[config.mk]
export PLATFORM = sky130hd
export DESIGN_NAME = branch_predictor_bht
export DESIGN_NICKNAME = d
export VERILOG_FILES = /design/src/rtl/branch_predictor_bht.sv
export SDC_FILE = /design/constraint.sdc
export NUM_CORES = 2
export LEC_CHECK = 0
export CORE_ASPECT_RATIO = 1.25
export CORE_MARGIN = 2
export CORE_UTILIZATION = 40
export CTS_CLUSTER_DIAMETER = 60
export DETAILED_ROUTE_END_ITERATION = 10
export PLACE_DENSITY = 0.62
export REMOVE_ABC_BUFFERS = 1
export SETUP_SLACK_MARGIN = 0.4
export SKIP_LAST_GASP = 1
export SLEW_MARGIN = 15
export SYNTH_ARGS = -nofsm -noshare
export SYNTH_HDL_FRONTEND = slang
export SYNTH_SLANG_ARGS = --single-unit
[constraint.sdc]
create_clock -name clk -period 24 [get_ports clk]
set_input_delay 4.8 -clock clk [delete_from_list [all_inputs] [get_ports clk]]
set_output_delay 4.8 -clock clk [all_outputs]
set_load 0.005 [all_outputs]
[src/rtl/branch_predictor_bht.sv]
// Direct-mapped BHT/BTB branch predictor with a post-reset init sweep, registered
// mispredict/redirect and statistics. Define BP_GSHARE_EN to index counters by pc XOR GHR.
//
// state   | meaning
// --------+--------------------------------------------------------------
// ST_INIT | sweep table (valid=0, ctr=INIT_CTR), predictions and updates ignored
// ST_RUN  | table valid; lookups predict, updates train, stats count
module branch_predictor_bht #(
    parameter int unsigned INDEX_BITS = 6,
    parameter int unsigned TAG_BITS   = 8,
    parameter logic [1:0]  INIT_CTR   = 2'b01
) (
    input  logic        clk,
    input  logic        reset,
    output logic        ready,
    input  logic        lookup_valid,
    input  logic [31:0] lookup_pc,
    output logic        predict_taken,
    output logic [31:0] predict_target,
    input  logic        update_valid,
    input  logic [31:0] update_pc,
    input  logic        update_taken,
    input  logic [31:0] update_target,
    input  logic        update_predicted,
    input  logic [31:0] update_pred_target,
    output logic        mispredict,
    output logic [31:0] correct_pc,
    output logic [31:0] lookup_count,
    output logic [31:0] mispredict_count
);

    localparam int unsigned DEPTH = 1 << INDEX_BITS;

    typedef enum logic {ST_INIT, ST_RUN} state_t;

    state_t                state_q, state_d;
    logic [INDEX_BITS-1:0] ptr_q;

    logic [DEPTH-1:0]      valid_q;
    logic [1:0]            ctr_q    [DEPTH];
    logic [TAG_BITS-1:0]   tag_q    [DEPTH];
    logic [31:0]           target_q [DEPTH];

    logic [INDEX_BITS-1:0] lk_idx, lk_cidx, up_idx, up_cidx;
    logic [TAG_BITS-1:0]   lk_tag, up_tag;
    logic                  run, lk_hit, up_hit, mis_det;
    logic [1:0]            up_ctr, up_ctr_next;
    logic                  unused_lookup_bits;

    assign lk_idx = lookup_pc[INDEX_BITS+1:2];
    assign lk_tag = lookup_pc[INDEX_BITS+TAG_BITS+1:INDEX_BITS+2];
    assign up_idx = update_pc[INDEX_BITS+1:2];
    assign up_tag = update_pc[INDEX_BITS+TAG_BITS+1:INDEX_BITS+2];
    assign unused_lookup_bits = ^{lookup_pc[1:0], lookup_pc[31:INDEX_BITS+TAG_BITS+2]};

`ifdef BP_GSHARE_EN
    logic [INDEX_BITS-1:0] ghr_q;

    always_ff @(posedge clk) begin
        if (reset || state_q == ST_INIT) begin
            ghr_q <= '0;
        end else if (update_valid) begin
            ghr_q <= {ghr_q[INDEX_BITS-2:0], update_taken};
        end
    end

    assign lk_cidx = lk_idx ^ ghr_q;
    assign up_cidx = up_idx ^ ghr_q;
`else
    assign lk_cidx = lk_idx;
    assign up_cidx = up_idx;
`endif

    always_ff @(posedge clk) begin
        if (reset) begin
            state_q <= ST_INIT;
            ptr_q   <= '0;
        end else begin
            state_q <= state_d;
            ptr_q   <= (state_q == ST_INIT) ? ptr_q + 1'b1 : ptr_q;
        end
    end

    always_comb begin
        state_d = state_q;
        case (state_q)
            ST_INIT: if (ptr_q == '1) state_d = ST_RUN;
            ST_RUN:  state_d = ST_RUN;
            default: state_d = ST_INIT;
        endcase
    end

    assign run   = (state_q == ST_RUN);
    assign ready = run;

    // Reads see only registered table contents: no bypass of a same-cycle update.
    assign lk_hit         = valid_q[lk_idx] && (tag_q[lk_idx] == lk_tag);
    assign predict_taken  = run && lk_hit && ctr_q[lk_cidx][1];
    assign predict_target = predict_taken ? target_q[lk_idx] : 32'h0;

    assign up_hit = valid_q[up_idx] && (tag_q[up_idx] == up_tag);
    assign up_ctr = ctr_q[up_cidx];

    always_comb begin
        up_ctr_next = up_ctr;
        if (update_taken) begin
            if (up_ctr != 2'b11) up_ctr_next = up_ctr + 2'd1;
        end else begin
            if (up_ctr != 2'b00) up_ctr_next = up_ctr - 2'd1;
        end
    end

    always_ff @(posedge clk) begin
        if (!reset) begin
            if (state_q == ST_INIT) begin
                valid_q[ptr_q] <= 1'b0;
                ctr_q[ptr_q]   <= INIT_CTR;
            end else if (update_valid) begin
                if (up_hit) begin
                    ctr_q[up_cidx] <= up_ctr_next;
                    if (update_taken) target_q[up_idx] <= update_target;
                end else if (update_taken) begin
                    valid_q[up_idx]  <= 1'b1;
                    tag_q[up_idx]    <= up_tag;
                    target_q[up_idx] <= update_target;
                    ctr_q[up_cidx]   <= 2'b10;
                end
            end
        end
    end

    assign mis_det = (update_predicted != update_taken) ||
                     (update_taken && update_predicted && (update_pred_target != update_target));

    always_ff @(posedge clk) begin
        if (reset) begin
            mispredict       <= 1'b0;
            correct_pc       <= 32'h0;
            lookup_count     <= 32'h0;
            mispredict_count <= 32'h0;
        end else begin
            mispredict <= run && update_valid && mis_det;
            if (run && update_valid && mis_det) begin
                correct_pc <= update_taken ? update_target : update_pc + 32'd4;
                if (mispredict_count != 32'hFFFF_FFFF) mispredict_count <= mispredict_count + 32'd1;
            end
            if (run && lookup_valid && lookup_count != 32'hFFFF_FFFF) begin
                lookup_count <= lookup_count + 32'd1;
            end
        end
    end

endmodule

==> metrics.yaml <==
cts:
  worst_setup_hold_path_clk_slew_ps: 60
  cts_num_sinks: 2856
  root_buffer_selected_by_cts: "clkbuf_16"
  worst_skew_pair.late_latency_ps: 970
  cts-htree-levels: 5
  cts_buffer_depth: 4
  holdBufCountCts: 0
  cts_tree: "done"
  numCtsBuffers: 313
  cts.repair_timing.setup_buffer_count: 0
  post_cts_resized: 0
placed_design:
  dp_worst_setup_slack_ps: 8180
  count_of_input_and_output_buffers: 246
  gp_congestion: 0.919
  detailedPlacementHpwl_um: 208000
  place_area_um2: 126000
die:
  core-area_um2: 293000
  ioPinCount: 265
  number_of_placement_rows: 222
  design.die.area_um2: 299000
  floorplan.initialDensity_pct: 40.3
  die_h_um: 611
  die_width_um: 490
synthesis:
  post_synthesis_sequential_area_ratio_pct: 71.9
  ys_async_sr_fraction_pct: 0
  ys_types: 72
  synthesis.area_per_instance_um2: 19.8
  synth.largest_area_cell: "edfxtp_1"
  synth-seq-cells: 2856
  synth_enable_flop_cells: 2752
  synth_warnings: 0
  synth.cell_area_um2: 118000
  synth_area_leaders: "edfxtp_1 (70%), mux4_2 (17%), dfxtp_1 (1.8%), o21ai_0 (0.90%), mux2i_1 (0.85%)"
  post_synth_inst_count: 5944
  area_share_of_the_largest_cell_type_after_synthesis_pct: 70.1
  dominantRegCellSynth: "edfxtp_1"
global_routing:
  antenna_found_initial: 23
  grt_start_max_net_pins: 117
  grt_pass1_wl_um: 511000
  grt.overflow.total: 0
  track_usage_pct: 24.5
  via_count_of_the_first_global_routing_pass: 65524
route:
  vias: 65711
  wl_per_cell_um: 35.1
  drtAntennaViolNets: 0
  route.detailed.vias_per_inst: 6.24
  drt_iter0_markers: 9285
  drc: 0
  first_pass_iters: 8
  routed_wirelength_um: 370000
timing:
  totalNegativeSetupSlack_ps: 0
  achievable-frequency_mhz: 63.8
  worst_hold_slack_ps: 487
  part_of_the_cycle_the_worst_path_needs_pct: 65.3
  worst_slew_pin_slew_ps: 1390
  drv_slew: 0
  final.setup_skew_ps: 75.4
  setup_viol: 0
  setup_slack_of_the_critical_path_after_layout_ps: 8340
  hold_violations: 0
  timing.slew.headroom_pct: 6.16
  grt_setup_unrepaired: "no"
  final.min_clock_period_ps: 15660
status:
  outcome: "finished, final reports clean"
worst_hold_path:
  hold_path_startpoint: "correct_pc[7]$_SDFFE_PP0P_"
  hold_class: "reg2reg"
critical_path:
  crit_start: "lookup_pc[2]"
  critical_path.reg2reg.startpoint: "tag_q[2][3]$_DFFE_PP_"
  crit_arrival_ps: 10860
  path_class: "in2out"
  required_ps: 19200
  startpoint_type: "input pin"
  worst_setup_path_end_kind: "primary output"
  critPathMaxFanout: 74
finish:
  drive_gt1_share_pct: 27.6
  layout.cells.most_common: "edfxtp_1"
  nets: 6518
  stdcell_area_um2: 136000
  layout-area-overhead-vs-synth_pct: 15.4
  final_cell_mix: "edfxtp_1 (2752), mux4_2 (914), clkbuf_16 (321)"
power:
  post-layout-total-power_w: 0.0108
  power_density_nw_per_um2: 79.2
  vdd.ir_drop.worst_v: 0.0000675
  power.static_leakage_nw: 42.1
job:
  cap_viol_max_count: 0
==> final timing paths <==
| path | slack, ps | to | cells past startpoint |
|---|---|---|---|
| setup reg to reg | 18740 | ctr_q[60][1]$_DFFE_PP_ | 11 |
| hold reg to reg | 490 | correct_pc[7]$_SDFFE_PP0P_ | 2 |
| hold / removal | 490 | correct_pc[7]$_SDFFE_PP0P_ | 2 |
| setup / recovery | 8340 | predict_target[27] | 13 |
==> layout make-up <==
type                       count  area, µm²
inverter                      13       48.8
timing repair buffer         523       4450
fill                       24449     157000
tap                         3920       4900
clock inverter               164       1540
multi-input combinational   2672      32000
antenna                        6       15.0
sequential                  2856      84700
clock buffer                 383       8310
==> power breakdown <==
part	switching, W	internal, W	total [W]
Clock	0.00194	0.00275	0.00469
Combinational	0.000378	0.000226	0.000603
Sequential	0.00000849	0.00546	0.00547
Total	0.00233	0.00844	0.0108
==> through the flow <==
step	std cells	utilization (%)
after floorplan	5541	-
after global placement	9984	43.1
after detailed placement	9984	43.1
after CTS	10531	46.5
after global routing	10532	46.5
final	10537	46.5
==> cells in the mapped netlist (all sizes together), types with 13 or more instances <==
cell and n:
and3 31, buf 166, o32ai 35, a221oi 36, nor2 259, o31ai 21
a211oi 38, mux2i 100, o21ai 214, a31oi 21, o211ai 24, mux2 23
a22o 22, edfxtp 2752, o22ai 24, or3 19, nand2 245, clkbuf 237
mux4 914, nor3 87, a22oi 63, xnor2 44, nand4 29, inv 13
a21oi 56, nand3 99, dfxtp 104, xor2 85, nor4 20, nor2b 41
and2 19
==> logic make-up (layout without fill, tap and decap cells) <==
logic type,count (synthesis),after routing,share of synthesized area (%)
mux,1037,1037,18.5
fa+ha+maj,5,5,0.0531
buf+inv,416,1083,1.52
compound gates,597,597,3.42
flops,2856,2856,71.9
simple gates,904,904,3.65
other cells,0,6,0
xor+xnor,129,129,0.958
==> flip-flops by register name (all words and copies together) (netlist names) <==
signal,flops
target_q,2048
tag_q,512
ctr_q,128
valid_q,64
correct_pc,32
lookup_count,32
mispredict_count,32
ptr_q,6
mispredict,1
ready,1
==> per-layer routing <==
| layer | part of all wire, % | GRT usage, % | up-vias |
|---|---|---|---|
| li1 | - | - | 25777 |
| met1 | 37 | 32.3 | 35062 |
| met2 | 48 | 39.3 | 4004 |
| met3 | 9.6 | 5.12 | 858 |
| met4 | 4.9 | 10.6 | 10 |
| met5 | 0.016 | 0 | - |
==> critical path, stage by stage <==
cell             delay [ps]
buf_8                   560
buf_12                  550
buf_4                   650
mux4_2                  590
mux4_2                  560
mux4_2                  510
xnor2_1                 170
nand4_1                 140
nor4b_1                 300
nand4_1                 170
buf_4                   380
a211oi_2                440
clkdlybuf4s50_1         570
Power figures use the tool's default switching activity.
